==> src/rtl/gray_point_op.sv <==
// gray_point_op: two-stage point operation on a luminance pixel stream (bypass, invert, binarize, offset).
// Define GRAY_POINT_OP_STATS_EN to add a per-frame pixel counter reported on stat_pix_cnt.
module gray_point_op #(
    parameter int DATA_W = 8,
    parameter int CNT_W  = 24
) (
    input  logic              clk,
    input  logic              rst_n,
    input  logic              per_frame_vsync,
    input  logic              per_frame_href,
    input  logic              per_frame_clken,
    input  logic [DATA_W-1:0] per_img_Y,
    input  logic [1:0]        cfg_mode,
    input  logic [DATA_W-1:0] cfg_thresh,
    input  logic [DATA_W:0]   cfg_offset,
    output logic              post_frame_vsync,
    output logic              post_frame_href,
    output logic              post_frame_clken,
    output logic [DATA_W-1:0] post_img_Y
`ifdef GRAY_POINT_OP_STATS_EN
    ,
    output logic [CNT_W-1:0]  stat_pix_cnt
`endif
);

    typedef enum logic [1:0] {
        MODE_BYPASS   = 2'd0,
        MODE_INVERT   = 2'd1,
        MODE_BINARIZE = 2'd2,
        MODE_OFFSET   = 2'd3
    } mode_e;

    logic                     vsyncPrev_q;
    mode_e                    mode_q;
    logic [DATA_W-1:0]        thresh_q;
    logic [DATA_W:0]          offset_q;

    logic                     s1Vsync_q;
    logic                     s1Href_q;
    logic                     s1Clken_q;
    logic [DATA_W-1:0]        s1Y_q;

    logic                     cfgLoad;
    mode_e                    modeEff;
    logic [DATA_W-1:0]        threshEff;
    logic [DATA_W:0]          offsetEff;
    logic signed [DATA_W+1:0] sum;
    logic [DATA_W-1:0]        pixel_d;

    // On the vsync rising edge the incoming cfg is used directly so the frame's first pixel sees it.
    always_comb begin
        cfgLoad   = per_frame_vsync & ~vsyncPrev_q;
        modeEff   = cfgLoad ? mode_e'(cfg_mode) : mode_q;
        threshEff = cfgLoad ? cfg_thresh : thresh_q;
        offsetEff = cfgLoad ? cfg_offset : offset_q;
        sum       = $signed({2'b00, per_img_Y}) + $signed({offsetEff[DATA_W], offsetEff});
        pixel_d   = '0;
        if (per_frame_clken) begin
            case (modeEff)
                MODE_BYPASS:   pixel_d = per_img_Y;
                MODE_INVERT:   pixel_d = ~per_img_Y;
                MODE_BINARIZE: pixel_d = (per_img_Y >= threshEff) ? '1 : '0;
                MODE_OFFSET: begin
                    if (sum[DATA_W+1])
                        pixel_d = '0;
                    else if (sum[DATA_W])
                        pixel_d = '1;
                    else
                        pixel_d = sum[DATA_W-1:0];
                end
            endcase
        end
    end

    always_ff @(posedge clk) begin
        if (!rst_n) begin
            vsyncPrev_q <= 1'b0;
            mode_q      <= MODE_BYPASS;
            thresh_q    <= '0;
            offset_q    <= '0;
        end else begin
            vsyncPrev_q <= per_frame_vsync;
            if (cfgLoad) begin
                mode_q   <= mode_e'(cfg_mode);
                thresh_q <= cfg_thresh;
                offset_q <= cfg_offset;
            end
        end
    end

    always_ff @(posedge clk) begin
        if (!rst_n) begin
            s1Vsync_q        <= 1'b0;
            s1Href_q         <= 1'b0;
            s1Clken_q        <= 1'b0;
            s1Y_q            <= '0;
            post_frame_vsync <= 1'b0;
            post_frame_href  <= 1'b0;
            post_frame_clken <= 1'b0;
            post_img_Y       <= '0;
        end else begin
            s1Vsync_q        <= per_frame_vsync;
            s1Href_q         <= per_frame_href;
            s1Clken_q        <= per_frame_clken;
            s1Y_q            <= pixel_d;
            post_frame_vsync <= s1Vsync_q;
            post_frame_href  <= s1Href_q;
            post_frame_clken <= s1Clken_q;
            post_img_Y       <= s1Y_q;
        end
    end

`ifdef GRAY_POINT_OP_STATS_EN
    logic [CNT_W-1:0] pixCnt_q;
    logic [CNT_W-1:0] stat_q;
    logic             postVsyncPrev_q;

    // Counts output pixels; the falling edge of post vsync publishes the total and restarts the count.
    always_ff @(posedge clk) begin
        if (!rst_n) begin
            pixCnt_q        <= '0;
            stat_q          <= '0;
            postVsyncPrev_q <= 1'b0;
        end else begin
            postVsyncPrev_q <= post_frame_vsync;
            if (postVsyncPrev_q && !post_frame_vsync) begin
                stat_q   <= pixCnt_q;
                pixCnt_q <= '0;
            end else if (post_frame_vsync && post_frame_clken && (pixCnt_q != '1)) begin
                pixCnt_q <= pixCnt_q + CNT_W'(1);
            end
        end
    end

    assign stat_pix_cnt = stat_q;
`endif

endmodule

==> config.mk <==
export PLATFORM = sky130hd
export DESIGN_NAME = gray_point_op
export DESIGN_NICKNAME = d
export VERILOG_FILES = /design/src/rtl/gray_point_op.sv
export SDC_FILE = /design/constraint.sdc
export NUM_CORES = 1
export LEC_CHECK = 0
export CAP_MARGIN = 20
export CORE_MARGIN = 2
export CORE_UTILIZATION = 43
export CTS_CLUSTER_SIZE = 12
export DETAILED_ROUTE_END_ITERATION = 8
export PLACE_DENSITY_LB_ADDON = 0.15
export SLEW_MARGIN = 20
export SYNTH_ARGS = -nofsm -noshare
export SYNTH_HDL_FRONTEND = slang
export SYNTH_SLANG_ARGS = --single-unit
==> constraint.sdc <==
create_clock -name clk -period 4.8 [get_ports clk]
set_clock_uncertainty 0.05 [all_clocks]
set_input_delay 1.44 -clock clk [delete_from_list [all_inputs] [get_ports clk]]
set_output_delay 1.44 -clock clk [all_outputs]
set_load 0.05 [all_outputs]
# Word-level counts from Yosys, hierarchy flattened
# Cells that the tools add are included.
word_totals:
  elab_cells: 28
  regBits: 41
  latch_bits: 0
  n_memories: 0
  mem_bits_ro: 0
  mem_bits_rw: 0
op_classes:
  div_mod_pow: 0
  n_lt_le_gt_ge: 1
  mul: 0
  eq_ne: 3
  add_sub_neg: 1
  muxes: 7
  n_reduce_logical: 2
  n_bitwise: 3
  shift: 0
ops:
  columns: ["op", "n"]
  rows:
  - ["8-bit two-way mux", 4]
  - ["8-bit case mux with 4 select lines", 1]
  - ["9-bit by 9-bit adder with 10-bit output", 1]
  - ["9-bit two-way mux", 1]
  - ["8-bit >= comparator", 1]
  - ["8-bit inverter", 1]
  - ["2-bit equality test, second input constant", 2]
  - ["2-bit by 1-bit equality test with 1-bit output, second input constant", 1]
  - ["2-bit logical NOT", 1]
  - ["2-bit two-way mux", 1]
  - ["2-bit AND reduction", 1]
  - ["1-bit bitwise AND", 1]
  - ["1-bit inverter", 1]

# Logic depth before layout (Yosys ltp)
logic_depth:
  word_depth: 7
  depth_mapped: 12
  depth_no_buf: 11

# Worst setup path after synthesis
# OpenSTA, ideal clock, no wires.
synth_timing:
  path_kind: "in2reg"
  start: "in per_frame_vsync"
  end: "reg s1Y_q[2]"
  t_arrival_ps: 3796
  setup_ps: 70
  setup_slack_ps: 884
  path_stages: 10
  path_buffers: 2
  t_required_ps: 4680
  cell_sequence: "nor2b_4 > buf_2 > buf_2 > mux2_2 > ha_1 > a21o_1 > or4_4 > nand4_4 > o21ai_1 > a21oi_1"
synth_via:
  elab_chain_cells: 6
  word_cells_on_any_way: 14
  classes_between: "add/sub: 1; order compare: 1; eq/ne: 3; mux: 7; bitwise: 1; reduce/logical: 1"
synth_rtl:
  columns: ["element", "line_no", "text"]
  rows:
  - ["from (decl)", "9", "input logic per_frame_vsync,"]
  - ["1-bit bitwise AND *", "52", "cfgLoad = per_frame_vsync & ~vsyncPrev_q;"]
  - ["9-bit two-way mux *", null, null]
  - ["net offsetEff[7]", "46", "logic [DATA_W:0] offsetEff;"]
  - ["9-bit by 9-bit adder with 10-bit output *", "56", "sum = $signed({2'b00, per_img_Y}) + $signed({offsetEff[DATA_W], offsetEff});"]
  - ["8-bit two-way mux", "66", "else if (sum[DATA_W])"]
  - ["8-bit two-way mux *", "64", "if (sum[DATA_W+1])"]
  - ["8-bit case mux with 4 select lines *", "59", "case (modeEff)"]
  - ["to (signal assigned)", "105", "s1Y_q <= pixel_d;"]
  - ["to (decl)", "41", "logic [DATA_W-1:0] s1Y_q;"]
# Mark *: on every way through the listed nets, which the timed path passes. The rest lies on a longest branch.
# A chain may end at the register's enable or synchronous reset.

# Worst setup path after layout
layout_timing:
  start: "in per_frame_vsync"
  end: "reg s1Y_q[6]"
# Same word-level chain as after synthesis.

==> impl_results.html <==
<table>
<tr><th>Metric</th><th>Value</th></tr>
<tr><th colspan="2">Outcome</th></tr>
<tr><td>Run status</td><td>completed</td></tr>
<tr><th colspan="2">Yosys</th></tr>
<tr><td>Area share of the largest cell type after synthesis</td><td>39.9%</td></tr>
<tr><td>Average cell area after synthesis</td><td>9.80 sq um</td></tr>
<tr><td>Synth warnings</td><td>0</td></tr>
<tr><td>Netlist cell types</td><td>37</td></tr>
<tr><td>Leading post-synthesis cells by cell area</td><td>sky130_fd_sc_hd__dfxtp_1, sky130_fd_sc_hd__ha_1, sky130_fd_sc_hd__and2_1, sky130_fd_sc_hd__mux2_2, sky130_fd_sc_hd__mux2i_1</td></tr>
<tr><td>Adder and majority gate portion of the synthesized area</td><td>roughly 11%</td></tr>
<tr><td>Number of synthesized register bits</td><td>a little over 40</td></tr>
<tr><td>Summed instance area of the synthesized netlist</td><td>0.00206 sq mm</td></tr>
<tr><td>Cell taking the most area after synthesis</td><td>sky130_fd_sc_hd__dfxtp_1</td></tr>
<tr><td>Fraction of the mapped netlist area in simple logic gates</td><td>17.6%</td></tr>
<tr><td>Dominant combinational cell family by area after synthesis</td><td>simple AND/OR/NAND/NOR gates</td></tr>
<tr><td>Compound-cell area share of the yosys netlist</td><td>14.9%</td></tr>
<tr><td>Count of mapped cells out of synthesis</td><td>210</td></tr>
<tr><td>EDFF count, synth</td><td>0</td></tr>
<tr><td>Main synth FF type</td><td>sky130_fd_sc_hd__dfxtp_1</td></tr>
<tr><td>Most instantiated cells after synthesis</td><td>sky130_fd_sc_hd__dfxtp_1, sky130_fd_sc_hd__and2_1, sky130_fd_sc_hd__ha_1</td></tr>
<tr><td>Fraction of registers with async set/reset</td><td>0%</td></tr>
<tr><td>Post-synth net total</td><td>260</td></tr>
<tr><td>Dominant cell by count in the synthesized netlist</td><td>sky130_fd_sc_hd__dfxtp_1</td></tr>
<tr><td>Area share of xor/xnor cells in the synthesized design</td><td>under 10%</td></tr>
<tr><td>Post-synthesis mux area share</td><td>roughly 11%</td></tr>
<tr><td>Register area share after synthesis</td><td>about two fifths</td></tr>
<tr><th colspan="2">Timing</th></tr>
<tr><td>Period Utilization, post-route</td><td>90.3%</td></tr>
<tr><td>Setup repair after global routing missed its margin</td><td>no</td></tr>
<tr><td>Sum of negative setup slack</td><td>0 ns</td></tr>
<tr><td>Rel. slew slack</td><td>66.1%</td></tr>
<tr><td>Max Transition Viols Final</td><td>0</td></tr>
<tr><td>Highest attainable clock frequency</td><td>231 MHz</td></tr>
<tr><td>Time the worst path needs with I/O delays and setup</td><td>4.33 ns</td></tr>
<tr><td>Transition at the pin with the smallest max-transition slack</td><td>0.507 ns</td></tr>
<tr><td>Number of hold-slack violations in the final timing report</td><td>0</td></tr>
<tr><td>Finish-stage setup viols</td><td>0</td></tr>
<tr><th colspan="2">Placed design</th></tr>
<tr><td>Buffers on Ports</td><td>42</td></tr>
<tr><td>Cell area after placement</td><td>0.00255 sq mm</td></tr>
<tr><td>HPWL after detailed placement</td><td>approximately 3.2 mm</td></tr>
<tr><td>Final estimated routing congestion in global placement</td><td>0.796</td></tr>
<tr><td>Placed Instances</td><td>about 300</td></tr>
<tr><th colspan="2">Critical path</th></tr>
<tr><td>Signal arrival time at the worst endpoint</td><td>approximately 4.5 ns</td></tr>
<tr><td>Data required time of the critical path</td><td>4.96 ns</td></tr>
<tr><td>Biggest fanout along the worst timing path</td><td>14</td></tr>
<tr><td>Critical Setup Path Class</td><td>input pin to flop</td></tr>
<tr><td>Kind of start point of the critical path</td><td>input pin</td></tr>
<tr><td>Crit path capture type</td><td>flop</td></tr>
<tr><th colspan="2">Drt</th></tr>
<tr><td>Wire length per cell</td><td>roughly 13 microns</td></tr>
<tr><td>Post-route DRC</td><td>0</td></tr>
<tr><td>First-pass iteration count of the detailed router</td><td>4</td></tr>
<tr><td>Total via count in the routed design</td><td>1617</td></tr>
<tr><td>Remaining antenna violation count</td><td>0</td></tr>
<tr><td>Via-to-Cell Ratio</td><td>5.20</td></tr>
<tr><td>DRT iter0 DRCs</td><td>62</td></tr>
<tr><td>Post-detailed-routing wire length</td><td>about 4.1 mm</td></tr>
<tr><th colspan="2">GRT</th></tr>
<tr><td>Global router's overall resource usage</td><td>16.9%</td></tr>
<tr><td>Largest net degree at the start of global routing</td><td>34</td></tr>
<tr><td>Number of global-route vias before repair</td><td>1517</td></tr>
<tr><td>GR Overflow Total</td><td>0</td></tr>
<tr><td>Global-route wire length before repair</td><td>6.93 mm</td></tr>
<tr><td>Initial antenna violation count</td><td>0</td></tr>
<tr><th colspan="2">Pwr</th></tr>
<tr><td>Part of the power in registers</td><td>40.8%</td></tr>
<tr><td>Net load switching power</td><td>0.000229 W</td></tr>
<tr><td>Leak Pwr</td><td>1.12 nW</td></tr>
<tr><td>Share of power burned in combinational logic</td><td>22.7%</td></tr>
<tr><td>Worst supply voltage drop on vdd</td><td>0.173 mV</td></tr>
<tr><td>Switching share of power</td><td>roughly 26%</td></tr>
<tr><td>Power density over the cells</td><td>333 mW/mm^2</td></tr>
<tr><td>Internal Power</td><td>approximately 0.00067 W</td></tr>
<tr><td>Share of power burned in the clock network</td><td>36.5%</td></tr>
<tr><th colspan="2">Die</th></tr>
<tr><td>Count of boundary I/O pins</td><td>43</td></tr>
<tr><td>Die Ht</td><td>73.2 microns</td></tr>
<tr><td>Number of placement rows</td><td>25</td></tr>
<tr><td>Die X-Extent</td><td>73.2 microns</td></tr>
<tr><td>Overall die area</td><td>0.00535 sq mm</td></tr>
<tr><td>Effective utilization at floorplan</td><td>44.1%</td></tr>
<tr><td>Core Box Area</td><td>0.00466 sq mm</td></tr>
<tr><th colspan="2">Run</th></tr>
<tr><td>Max capacitance violation total</td><td>0</td></tr>
<tr><th colspan="2">Layout</th></tr>
<tr><td>Post-route insts no fill</td><td>311</td></tr>
<tr><td>Diodes inserted</td><td>0</td></tr>
<tr><td>Layout filler cell count</td><td>437</td></tr>
<tr><td>Fraction of layout cells with a size suffix above 1</td><td>9.73%</td></tr>
<tr><td>NumNets Final</td><td>306</td></tr>
<tr><td>Area overhead of the layout relative to synthesis</td><td>30.5%</td></tr>
<tr><td>Post-route standard cell area excluding fillers</td><td>between 0.002 and 0.003 sq mm</td></tr>
<tr><td>Post-layout utilization of the core</td><td>57.6%</td></tr>
<tr><th colspan="2">Clock tree</th></tr>
<tr><td>Number of sinks handled by clock tree synthesis</td><td>41</td></tr>
<tr><td>Post-CTS setup-driven buffer insertion count</td><td>0</td></tr>
<tr><td>Number of gates given a new drive strength after cts</td><td>0</td></tr>
<tr><td># hold bufs at CTS</td><td>0</td></tr>
<tr><td>TritonCTS clock tree</td><td>done</td></tr>
<tr><td>CTS Root Cell</td><td>sky130_fd_sc_hd__clkbuf_8</td></tr>
<tr><td>Buffer levels on the longest clock path</td><td>2</td></tr>
<tr><td>Num CTS Buffers</td><td>5</td></tr>
<tr><td>Insertion delay to the later sink of the worst-skew pair</td><td>0.30 ns</td></tr>
<tr><td>Maximum level of the CTS H-tree</td><td>2</td></tr>
<tr><td>Clock-pin slew of the registers on the worst-case setup and hold paths</td><td>0.08 ns</td></tr>
<tr><th colspan="2">Min path</th></tr>
<tr><td>Path category of the worst min-delay check</td><td>flop to flop</td></tr>
</table>
==> cell type report <==
class	count	area, sq um	area share (%)
Clock inverter	3	65.1	2.42
Clock buffer	5	68.8	2.56
Inverter	9	33.8	1.26
Tap cell	54	67.6	2.52
Sequential cell	41	821	30.6
Timing Repair Buffer	44	448	16.7
Multi-Input combinational cell	155	1180	44.0
==> power by group through the flow <==
stage	sequential, W	combinational [W]	clock [W]
after floorplan	0.000386	0.000124	0
after global placement	0.000373	0.000203	0
after detailed placement	0.000373	0.000203	0
after CTS	0.000365	0.000205	0.000334
after global routing	0.000367	0.000225	0.000344
final	0.000365	0.000203	0.000327
==> flip-flops by register name, summed over array words and instances, names as in the netlist <==
register	cells
s1Y_q	8
post_frame_href	1
post_frame_clken	1
mode_q	2
post_frame_vsync	1
post_img_Y	8
s1Clken_q	1
thresh_q	8
offset_q	9
s1Vsync_q	1
s1Href_q	1
==> metal layers <==
metal	wire length, microns	track usage [%]	part of all wire, %
met2	1960	28.4	48
met3	150	2.90	3.6
met5	0	0	0
met4	68	6.79	1.6
met1	1950	21.2	47
==> kinds of logic (layout without fill, tap and decap cells) <==
family | Yosys count | count (layout)
AOI/OAI and AO/OA | 49 | 49
xor gates and xnor gates | 6 | 6
adders and majority gates | 18 | 18
buffers and inverters | 14 | 61
DFF | 41 | 41
muxes | 21 | 21
and+or+nand+nor | 61 | 61
==> cells in the final DEF (no fill, tap or decap), types with 5 or more instances in the layout <==
cell / count
sky130_fd_sc_hd__nor2b_1: 10
sky130_fd_sc_hd__dfxtp_1: 41
sky130_fd_sc_hd__nand2_1: 9
sky130_fd_sc_hd__o21ai_1: 6
sky130_fd_sc_hd__a21oi_1: 13
sky130_fd_sc_hd__clkbuf_8: 5
sky130_fd_sc_hd__mux2_2: 11
sky130_fd_sc_hd__mux2i_1: 9
sky130_fd_sc_hd__and2_1: 22
sky130_fd_sc_hd__o21ai_0: 6
sky130_fd_sc_hd__clkdlybuf4s50_1: 42
sky130_fd_sc_hd__nor2_1: 10
sky130_fd_sc_hd__ha_1: 17
sky130_fd_sc_hd__xnor2_1: 6
sky130_fd_sc_hd__inv_1: 9
==> critical path: stages <==
cell and delay (ns):
sky130_fd_sc_hd__clkdlybuf4s50_1 0.47, sky130_fd_sc_hd__nor2b_4 0.33, sky130_fd_sc_hd__buf_12 0.21, sky130_fd_sc_hd__mux2i_1 0.40, sky130_fd_sc_hd__inv_1 0.08, sky130_fd_sc_hd__ha_1 0.28, sky130_fd_sc_hd__a21oi_1 0.08, sky130_fd_sc_hd__o22ai_1 0.25
sky130_fd_sc_hd__o2111ai_1 0.15, sky130_fd_sc_hd__a21oi_1 0.40, sky130_fd_sc_hd__nand2_1 0.16, sky130_fd_sc_hd__o22ai_1 0.25
==> final timing paths <==
path	startpoint	end	slack [ns]	cells past startpoint
setup / recovery	per_frame_vsync	s1Y_q[6]	0.47	12
hold / removal	s1Y_q[3]	post_img_Y[3]	0.38	1
setup reg to reg	s1Vsync_q	s1Y_q[6]	1.77	11
hold reg to reg	s1Y_q[3]	post_img_Y[3]	0.38	1
==> per-stage QoR <==
| stage | setup WS, ns | total power (W) | hold WS, ns |
|---|---|---|---|
| finish | 0.467 | 0.000895 | 0.384 |
| global route | 0.149 | 0.000935 | 0.410 |
| CTS | 0.435 | 0.000904 | 0.389 |
| detailed placement | 0.123 | 0.000576 | 0.370 |
| global placement | 0.177 | 0.000575 | 0.363 |
| floorplan | 0.884 | 0.000510 | 0.362 |
No activity file was read; power rests on OpenSTA's default activity.
